[src/rtl/xosera_spi_target_pkg.sv]
// Shared definitions for the Xosera SPI target front end.
//   spi_state_e     : target FSM states
//   SPI_MIN_CLK_DIV : minimum clk cycles per SCK period (fsck <= fclk / 8)
package xosera_spi_target_pkg;

   typedef enum logic [1:0] {
      StWaitIdle = 2'd0,
      StIdle     = 2'd1,
      StActive   = 2'd2
   } spi_state_e;

   localparam int unsigned SPI_MIN_CLK_DIV = 8;

endpackage

[src/rtl/xosera_sync_edge.sv]
// N-stage synchronizer with one history flop and rise/fall detection.
// Ports:
//   i_clk, i_rst : clock, asynchronous active-high reset
//   i_d          : asynchronous input
//   o_level      : synchronized level (last sync stage)
//   o_rise       : synchronized level went 0 -> 1 (one cycle)
//   o_fall       : synchronized level went 1 -> 0 (one cycle)
module xosera_sync_edge #(
   parameter int unsigned SYNC_STAGES = 2
) (
   input  logic i_clk,
   input  logic i_rst,
   input  logic i_d,
   output logic o_level,
   output logic o_rise,
   output logic o_fall
);

   logic [SYNC_STAGES-1:0] r_sync;
   logic                   r_hist;

   always_ff @(posedge i_clk or posedge i_rst) begin
      if (i_rst) begin
         r_sync <= '0;
         r_hist <= 1'b0;
      end else begin
         r_sync <= {r_sync[SYNC_STAGES-2:0], i_d};
         r_hist <= r_sync[SYNC_STAGES-1];
      end
   end

   assign o_level = r_sync[SYNC_STAGES-1];
   assign o_rise  = r_sync[SYNC_STAGES-1] & ~r_hist;
   assign o_fall  = ~r_sync[SYNC_STAGES-1] & r_hist;

endmodule

[src/rtl/xosera_spi_target.sv]
// SPI mode-0 target front end, fully synchronous to clk (no SCK-clocked flops).
// Ports:
//   clk, reset      : system clock, asynchronous active-high reset
//   spi_sck_i       : SPI clock (idle low), spi_copi_i: host data, spi_cs_i: select (low)
//   spi_cipo_o      : reply data, MSB first, registered
//   rx_byte_o       : last complete received byte, held across frames
//   rx_valid_o      : strobe, rx_byte_o updated; rx_first_o marks first byte of frame
//   tx_byte_i       : next reply byte, captured when tx_load_o pulses
//   tx_load_o       : strobe, tx_byte_i captured into the reply shifter
//   frame_end_o     : strobe, CS deasserted
//   busy_o          : high while a frame is active
module xosera_spi_target
   import xosera_spi_target_pkg::*;
#(
   parameter int unsigned SYNC_STAGES = 2
) (
   input  logic       clk,
   input  logic       reset,
   input  logic       spi_sck_i,
   input  logic       spi_copi_i,
   input  logic       spi_cs_i,
   output logic       spi_cipo_o,
   output logic [7:0] rx_byte_o,
   output logic       rx_valid_o,
   output logic       rx_first_o,
   input  logic [7:0] tx_byte_i,
   output logic       tx_load_o,
   output logic       frame_end_o,
   output logic       busy_o
);

   logic w_sck_rise, w_sck_fall, w_unused_sck_level;
   logic w_cs, w_cs_fall, w_unused_cs_rise;
   logic w_copi, w_unused_copi_rise, w_unused_copi_fall;

   xosera_sync_edge #(.SYNC_STAGES(SYNC_STAGES)) u_sync_sck (
      .i_clk   (clk),
      .i_rst   (reset),
      .i_d     (spi_sck_i),
      .o_level (w_unused_sck_level),
      .o_rise  (w_sck_rise),
      .o_fall  (w_sck_fall)
   );

   xosera_sync_edge #(.SYNC_STAGES(SYNC_STAGES)) u_sync_cs (
      .i_clk   (clk),
      .i_rst   (reset),
      .i_d     (spi_cs_i),
      .o_level (w_cs),
      .o_rise  (w_unused_cs_rise),
      .o_fall  (w_cs_fall)
   );

   // Same depth as sck so the sampled bit lines up with the detected rise.
   xosera_sync_edge #(.SYNC_STAGES(SYNC_STAGES)) u_sync_copi (
      .i_clk   (clk),
      .i_rst   (reset),
      .i_d     (spi_copi_i),
      .o_level (w_copi),
      .o_rise  (w_unused_copi_rise),
      .o_fall  (w_unused_copi_fall)
   );

   spi_state_e r_state, w_state_next;
   logic [2:0] r_bit_cnt, w_bit_cnt_next;
   logic [7:0] r_rx_shift, w_rx_shift_next;
   logic [7:0] r_tx_shift, w_tx_shift_next;
   logic [7:0] r_rx_byte, w_rx_byte_next;
   logic       r_first, w_first_next;
   logic       r_rx_valid, w_rx_valid_next;
   logic       r_rx_first, w_rx_first_next;
   logic       r_tx_load, w_tx_load_next;
   logic       r_frame_end, w_frame_end_next;
   logic       r_cipo, w_cipo_next;

   always_ff @(posedge clk or posedge reset) begin
      if (reset) begin
         r_state     <= StWaitIdle;
         r_bit_cnt   <= 3'd0;
         r_rx_shift  <= 8'h00;
         r_tx_shift  <= 8'h00;
         r_rx_byte   <= 8'h00;
         r_first     <= 1'b0;
         r_rx_valid  <= 1'b0;
         r_rx_first  <= 1'b0;
         r_tx_load   <= 1'b0;
         r_frame_end <= 1'b0;
         r_cipo      <= 1'b0;
      end else begin
         r_state     <= w_state_next;
         r_bit_cnt   <= w_bit_cnt_next;
         r_rx_shift  <= w_rx_shift_next;
         r_tx_shift  <= w_tx_shift_next;
         r_rx_byte   <= w_rx_byte_next;
         r_first     <= w_first_next;
         r_rx_valid  <= w_rx_valid_next;
         r_rx_first  <= w_rx_first_next;
         r_tx_load   <= w_tx_load_next;
         r_frame_end <= w_frame_end_next;
         r_cipo      <= w_cipo_next;
      end
   end

   always_comb begin
      w_state_next     = r_state;
      w_bit_cnt_next   = r_bit_cnt;
      w_rx_shift_next  = r_rx_shift;
      w_tx_shift_next  = r_tx_shift;
      w_rx_byte_next   = r_rx_byte;
      w_first_next     = r_first;
      w_rx_valid_next  = 1'b0;
      w_rx_first_next  = 1'b0;
      w_tx_load_next   = 1'b0;
      w_frame_end_next = 1'b0;

      unique case (r_state)
         // Skip any frame already running when reset releases.
         StWaitIdle: begin
            if (w_cs) w_state_next = StIdle;
         end
         StIdle: begin
            if (w_cs_fall) begin
               w_state_next    = StActive;
               w_tx_shift_next = tx_byte_i;
               w_tx_load_next  = 1'b1;
               w_bit_cnt_next  = 3'd0;
               w_rx_shift_next = 8'h00;
               w_first_next    = 1'b1;
            end
         end
         StActive: begin
            // CS deassert wins over any coincident sck edge; partial byte dropped.
            if (w_cs) begin
               w_state_next     = StIdle;
               w_frame_end_next = 1'b1;
            end else if (w_sck_rise) begin
               w_rx_shift_next = {r_rx_shift[6:0], w_copi};
               w_bit_cnt_next  = r_bit_cnt + 3'd1;
               if (r_bit_cnt == 3'd7) begin
                  w_rx_byte_next  = {r_rx_shift[6:0], w_copi};
                  w_rx_valid_next = 1'b1;
                  w_rx_first_next = r_first;
                  w_first_next    = 1'b0;
               end
            end else if (w_sck_fall) begin
               // Byte boundary: fetch the next reply, otherwise shift out the next bit.
               if (r_bit_cnt == 3'd0) begin
                  w_tx_shift_next = tx_byte_i;
                  w_tx_load_next  = 1'b1;
               end else begin
                  w_tx_shift_next = {r_tx_shift[6:0], 1'b0};
               end
            end
         end
         default: w_state_next = StWaitIdle;
      endcase

      w_cipo_next = (w_state_next == StActive) ? w_tx_shift_next[7] : 1'b0;
   end

   assign spi_cipo_o  = r_cipo;
   assign rx_byte_o   = r_rx_byte;
   assign rx_valid_o  = r_rx_valid;
   assign rx_first_o  = r_rx_first;
   assign tx_load_o   = r_tx_load;
   assign frame_end_o = r_frame_end;
   assign busy_o      = (r_state == StActive);

endmodule

[config.mk]
export PLATFORM = sky130hd
export DESIGN_NAME = xosera_spi_target
export DESIGN_NICKNAME = d
export VERILOG_FILES = /design/src/rtl/xosera_spi_target_pkg.sv /design/src/rtl/xosera_sync_edge.sv /design/src/rtl/xosera_spi_target.sv
export SDC_FILE = /design/constraint.sdc
export NUM_CORES = 1
export LEC_CHECK = 0
export CORE_UTILIZATION = 55
export DETAILED_ROUTE_END_ITERATION = 10
export DONT_BUFFER_PORTS = 1
export PLACE_DENSITY_LB_ADDON = 0.1
export SYNTH_ARGS = -nofsm -noshare
export SYNTH_HDL_FRONTEND = slang
export SYNTH_SLANG_ARGS = --single-unit
[constraint.sdc]
create_clock -name clk -period 2.1 [get_ports clk]
set_input_delay 0.315 -clock clk [delete_from_list [all_inputs] [get_ports clk]]
set_output_delay 0.315 -clock clk [all_outputs]
set_load 0.02 [all_outputs]
==> results.cfg, run 1 <==
[outcome]
status = finished clean

[final_layout]
layout_common_cells = dfrtp_1, o21ai_0, inv_1
final_common_cell = dfrtp_1
design_area_sq_mm = 0.002026
antenna_cells = 0
drive_above_1_share_pct = 19.77
utilization_pct = 64.76
final_nets = 196
area_delta_synth_final_pct = 9.763

[drt]
vias = 1210
drc_errors = 0
drtIter0Drc = 50
viasPerCell = 5.475
drt-pass1-iter-count = 4
wire_per_inst_microns = 14.11
drtAntennaViolNets = 0
drt_wl_total_mm = 3.119

[sta]
hold_viol_final = 0
worst_pin_slew_ns = 0.5113
period_needed_ns = 1.936
slew_viol_final = 0
finalClockSkew_ns = 0.01540
clock.fmax_mhz = 516.6
setup_viol = 0
finalCritPeriodShare_pct = 92.18
fin_setup_tns_ns = 0
relSlewSlack_pct = 65.92

[logic_synthesis]
synth_compound_area_share_pct = 13.02
synth_cell_type_count = 30
syn_nets = 186
synth_fa_ha_area_share_pct = 4.746
yosysSeqAreaShare_pct = 56.95
yosys_warnings = 0
synthMuxAreaShare_pct = 8.542
netlist_instances = 166
synth_simple_gate_area_share_pct = 11.39
synth_top_area_share_pct = 56.95
yosys.area_share.xor_xnor_pct = 0
synth_top_family_by_area = compound AO/OA/AOI/OAI gates
netlist_area_sq_mm = 0.001846
synth-seq-cells = 42
synthTopCellsByArea = dfrtp_1, mux2_2, o21ai_0, ha_1, inv_1
avgSynthCellArea_sq_um = 11.12
yosys.area.top_type = dfrtp_1

[power]
p_per_area_mw_per_mm2 = 1085
leakage_nw = 0.9789
ir_worst_vdd_uv = 649.6

[placed_design]
numPortBuffers = 0
place_hpwl_mm = 2.108
placed_cell_area_sq_mm = 0.001907
place.gp.congestion = 0.7756

[worst_setup_path]
cp_max_fo = 12
worst_setup_path_end_kind = flop
setup.worst_path.start_class = flop
path_cells = inv_1 > ha_1 > nor3b_1 > a31oi_2 > buf_4 > or2_4 > o21ai_0
critPathMaxStageDelay_ns = 0.43
critPathSlowestCell = dfrtp_1
r2r_slack_ns = 0.16
setup.worst_path.class = reg -> reg
crit_arrival_ns = 2.21
cp.required_ns = 2.37

[cts]
clock_path_buffers = 2
clk_latency_ns = 0.35
post_cts_buffers = 0
cts_tree = done
h-tree-depth = 2
cts.reportedPaths.clkPinSlew_ns = 0.12
clockRootBuffer = clkbuf_4
cts_made_buffers = 5
clock-sinks = 42

[grt]
grt_usage_pct = 20.16
grt_pass1_wl_mm = 5.209
grt-ovfl-total = 0
first_global_vias = 1176
grt_max_degree = 43
antenna_found_initial = 0

[min_path]
min_path_type = in -> reg

[floorplanning]
die_h_microns = 59.93
ios = 27
start_util_pct = 59.00
rows = 20
die_w_microns = 59.93
dieArea_sq_mm = 0.003591
coreArea_sq_mm = 0.003128

[job]
max-cap-violations = 0
power by group:
part           total [mW]  internal [mW]  switching [mW]
Combinational       0.797          0.327           0.470
Sequential          0.992          0.911          0.0805
Clock               0.410          0.161           0.249
final timing paths:
path / start / to / depth (start not counted)
min reg2reg: u_sync_sck.r_sync[0] / u_sync_sck.r_sync[1] / 0
max reg2reg: r_state[1] / r_rx_shift[4] / 7
max: r_state[1] / r_rx_shift[4] / 7
min: tx_byte_i[0] / r_tx_shift[0] / 1
max in group asynchronous: reset / r_state[0] / 3
min in group asynchronous: reset / rx_byte_o[4] / 3
sequential cells by signal, indices dropped and copies added (netlist names):
signal / flops
r_state: 2
u_sync_copi.r_sync: 2
r_tx_shift: 8
u_sync_sck.r_sync: 2
r_rx_shift: 7
u_sync_sck.r_hist: 1
u_sync_cs.r_hist: 1
r_first: 1
rx_first_o: 1
spi_cipo_o: 1
r_bit_cnt: 3
rx_byte_o: 8
tx_load_o: 1
u_sync_cs.r_sync: 2
rx_valid_o: 1
frame_end_o: 1
layout make-up:
| type | instances | area, sq um |
|---|---|---|
| Multi-Input combinational cell | 101 | 709.4 |
| Clock buffer | 6 | 51.30 |
| Tap cell | 44 | 55.05 |
| Inverter | 16 | 60.06 |
| Clock inverter | 2 | 12.51 |
| Sequential cell | 42 | 1052 |
| Fill cell | 268 | 1102 |
| Timing Repair Buffer | 10 | 85.08 |
metal layers:
layer,routed length (microns),up-vias,global-route usage (%)
li1,-,587,-
met1,1441,589,25.97
met2,1484,28,32.38
met3,156,6,6.710
met4,37,0,5.980
met5,0,-,0
logic make-up after synthesis:
family / after synthesis
muxes: 14
AOI/OAI and AO/OA: 40
and+or+nand+nor: 40
adders and majority gates: 7
DFF: 42
buffers and inverters: 23
worst max-delay path: cells and delay by family (launching register included):
kind / cells / cell delay (ns)
compound gates: 2 / 0.28
fa+ha+maj: 1 / 0.32
buf+inv: 2 / 0.27
flops: 1 / 0.43
simple gates: 2 / 0.56
Yosys cell counts:
library cell	count
dfrtp_1	42
o21ai_0	28
inv_1	16
mux2_2	14
nand2_1	13
nand3_1	8
ha_1	7
clkbuf_1	4
a21oi_1	3
nand2b_1	3
nor2_1	3
nor3b_1	3
a21boi_0	2
and2_1	2
nor3_1	2
or2_1	2
a2111oi_2	1
a211oi_1	1
a22o_1	1
a2bb2oi_2	1
a31o_1	1
a31oi_1	1
and4bb_1	1
buf_2	1
buf_4	1
buf_6	1
nand4_1	1
nor2b_1	1
o32ai_1	1
or3b_1	1
metrics by stage:
step                hold WS, ns  power [mW]  std cells  setup slack [ns]
finish                  0.09095       2.198        221            0.1643
global route            0.07427       2.343        221          -0.04004
CTS                     0.08830       2.143        221          0.001982
detailed placement       0.3347       1.728        209           0.03522
global placement         0.3326       1.689        209            0.1061
floorplan                0.3312       1.565        166            0.1255
what timing repair did:
item | CTS | global route
hold endpoints to repair | 45 | 0
endpoints found under the setup margin | 0 | 25
hold buffers | 4 | 0
gates resized for setup | 0 | 6
(Power assumes the default switching activity.)
==> run 2: changes to the inputs <==
- CORE_UTILIZATION: 55 -> 40
==> run 2 against run 1 <==
  * Utilization is 18 points lower
  * Fmax up 0.18%
  * Worst setup slack improved by 0.0036 ns
  * Via count fell by 0.66%
==> results.cfg, run 2 (synthesized netlist as in run 1, its figures left out) <==
[floorplanning]
die_w_microns = 69.93
coreArea_sq_mm = 0.004384
start_util_pct = 42.09
die_h_microns = 69.93
dieArea_sq_mm = 0.004890
rows = 24
ios = 27

[final_layout]
drive_above_1_share_pct = 18.13
final_common_cell = dfrtp_1
seq_area_sq_mm = 0.001051
layout.cells.non_filler = 223
antenna_cells = 0
final_nets = 190
layout_common_cells = dfrtp_1, o21ai_0, inv_1
area_delta_synth_final_pct = 10.37
n_fill_cell = 418
utilization_pct = 46.46
multi_input_area_sq_um = 711.9

[drt]
wire_per_inst_microns = 14.56
drt-pass1-iter-count = 4
viasPerCell = 5.390
drtIter0Drc = 36
drt_wl_total_mm = 3.246
drc_errors = 0
vias = 1202
drtAntennaViolNets = 0

[worst_setup_path]
critPathMaxStageDelay_ns = 0.42
setup.worst_path.class = reg -> reg
cp.required_ns = 2.31
ff2ff_path_depth = 7
setup.worst_path.start_class = flop
worstReg2RegEnd = r_rx_shift[6]
reg2reg_from = r_state[1]
r2r_slack_ns = 0.17
worst_setup_path_end_kind = flop
crit_arrival_ns = 2.14
path_cells = inv_1 > ha_1 > nor3b_1 > a31oi_2 > buf_4 > or2_4 > o21ai_0
cp_max_fo = 12
critPathSlowestCell = dfrtp_1

[placed_design]
dp_slack_ns = 0.01264
numPortBuffers = 0
place.gp.congestion = 0.8307
dp.cells = 215
place_hpwl_mm = 2.230

[grt]
grt_use_met1_pct = 19.45
met3_usage_pct = 5.051
grt-ovfl-total = 0
grt_pass1_wl_mm = 5.616
grt_max_degree = 43
gr-usage-met2_pct = 22.86
grt_usage_pct = 14.82
first_global_vias = 1221
antenna_found_initial = 0
busiest_layer = met2

[cts]
cts_made_buffers = 5
post_cts_buffers = 0
h-tree-depth = 2
cts.reportedPaths.clkPinSlew_ns = 0.08
cts_tree = done
clockRootBuffer = clkbuf_8
clock_path_buffers = 2
clk_latency_ns = 0.29
clock-sinks = 42
postCtsHoldBufs = 0

[sta]
holdWs_ns = 0.04501
rsz0062_at_grt = yes
relSlewSlack_pct = 65.52
period_needed_ns = 1.932
slew_viol_final = 0
finalCritPeriodShare_pct = 92.01
worst_pin_slew_ns = 0.5172
hold_viol_final = 0
setup_slack_ns = 0.1679
finalClockSkew_ns = 0.005367
clock.fmax_mhz = 517.6
setup_viol = 0

[min_path]
min_path_type = in -> async

[power]
leakage_nw = 0.9722
p_seq_share_pct = 41.1
ir_worst_vdd_uv = 581.3
total_power_mw = 2.401
p_per_area_mw_per_mm2 = 1179
power_frac_comb_pct = 33.4
pwr-share-clk_pct = 25.4
switching_share_pct = 33.70
switchingPower_mw = 0.8092
p_int_mw = 1.592

[outcome]
status = finished clean

[job]
max-cap-violations = 0
==> run 2: cell types whose count changed in the layout (fill, tap and decap cells not counted), sizes merged <==
cell | before | now
clkbuf | 6 | 7
buf | 6 | 4
dlygate4sd3 | 4 | 0
clkinv | 1 | 0
clkinvlp | 1 | 0
bufinv | 0 | 1
==> run 2: worst max path at each step <==
stage,depth (start not counted),start,slack [ns],to
finish,7,r_state[1],0.17,r_rx_shift[6]
global placement,6,r_state[0],0.06,rx_byte_o[2]
detailed placement,6,r_state[0],0.01,r_tx_shift[3]
global route,7,r_state[1],-0.02,r_rx_shift[3]
floorplan,8,r_state[0],0.13,spi_cipo_o
CTS,6,r_state[0],0.002,r_tx_shift[3]
==> run 2: worst max-delay path, delay by kind of cell (launching register included) <==
family | cells | cell delay, ns
simple gates | 2 | 0.55
flops | 1 | 0.42
fa+ha+maj | 1 | 0.32
compound gates | 2 | 0.28
buf+inv | 2 | 0.27
==> run 2: power groups by stage <==
stage | clock network, mW | logic, mW | registers, mW
after detailed placement | 0 | 0.746 | 1.00
after global routing | 0.664 | 0.891 | 1.00
after CTS | 0.631 | 0.746 | 0.988
after floorplan | 0 | 0.583 | 0.982
after global placement | 0 | 0.711 | 0.998
final | 0.611 | 0.803 | 0.988
==> run 2: area by class of cell <==
type	count	area share [%]
well taps	52	3.194
clock inverters	1	1.474
inverters	16	2.948
flip-flops and latches	42	51.60
multi-input cells	101	34.95
clock buffers	7	3.747
repair buffers	4	2.088
==> run 2: timing repair <==
action,in CTS,in global routing
setup endpoints to repair,0,25
hold endpoints to repair,0,0
resized for setup,0,5
==> run 2: metrics by stage <==
step	setup TNS, ns	area (sq um)
after floorplan	0	1846
after global placement	0	1914
after detailed placement	0	1914
after CTS	0	2021
after global routing	-0.03025	2037
final	0	2037
==> run 2: per-layer routing <==
metal,vias up,part of all wire (%)
met2,27,46
met1,594,47
met5,-,0
li1,575,-
met3,6,5.1
met4,0,1.7
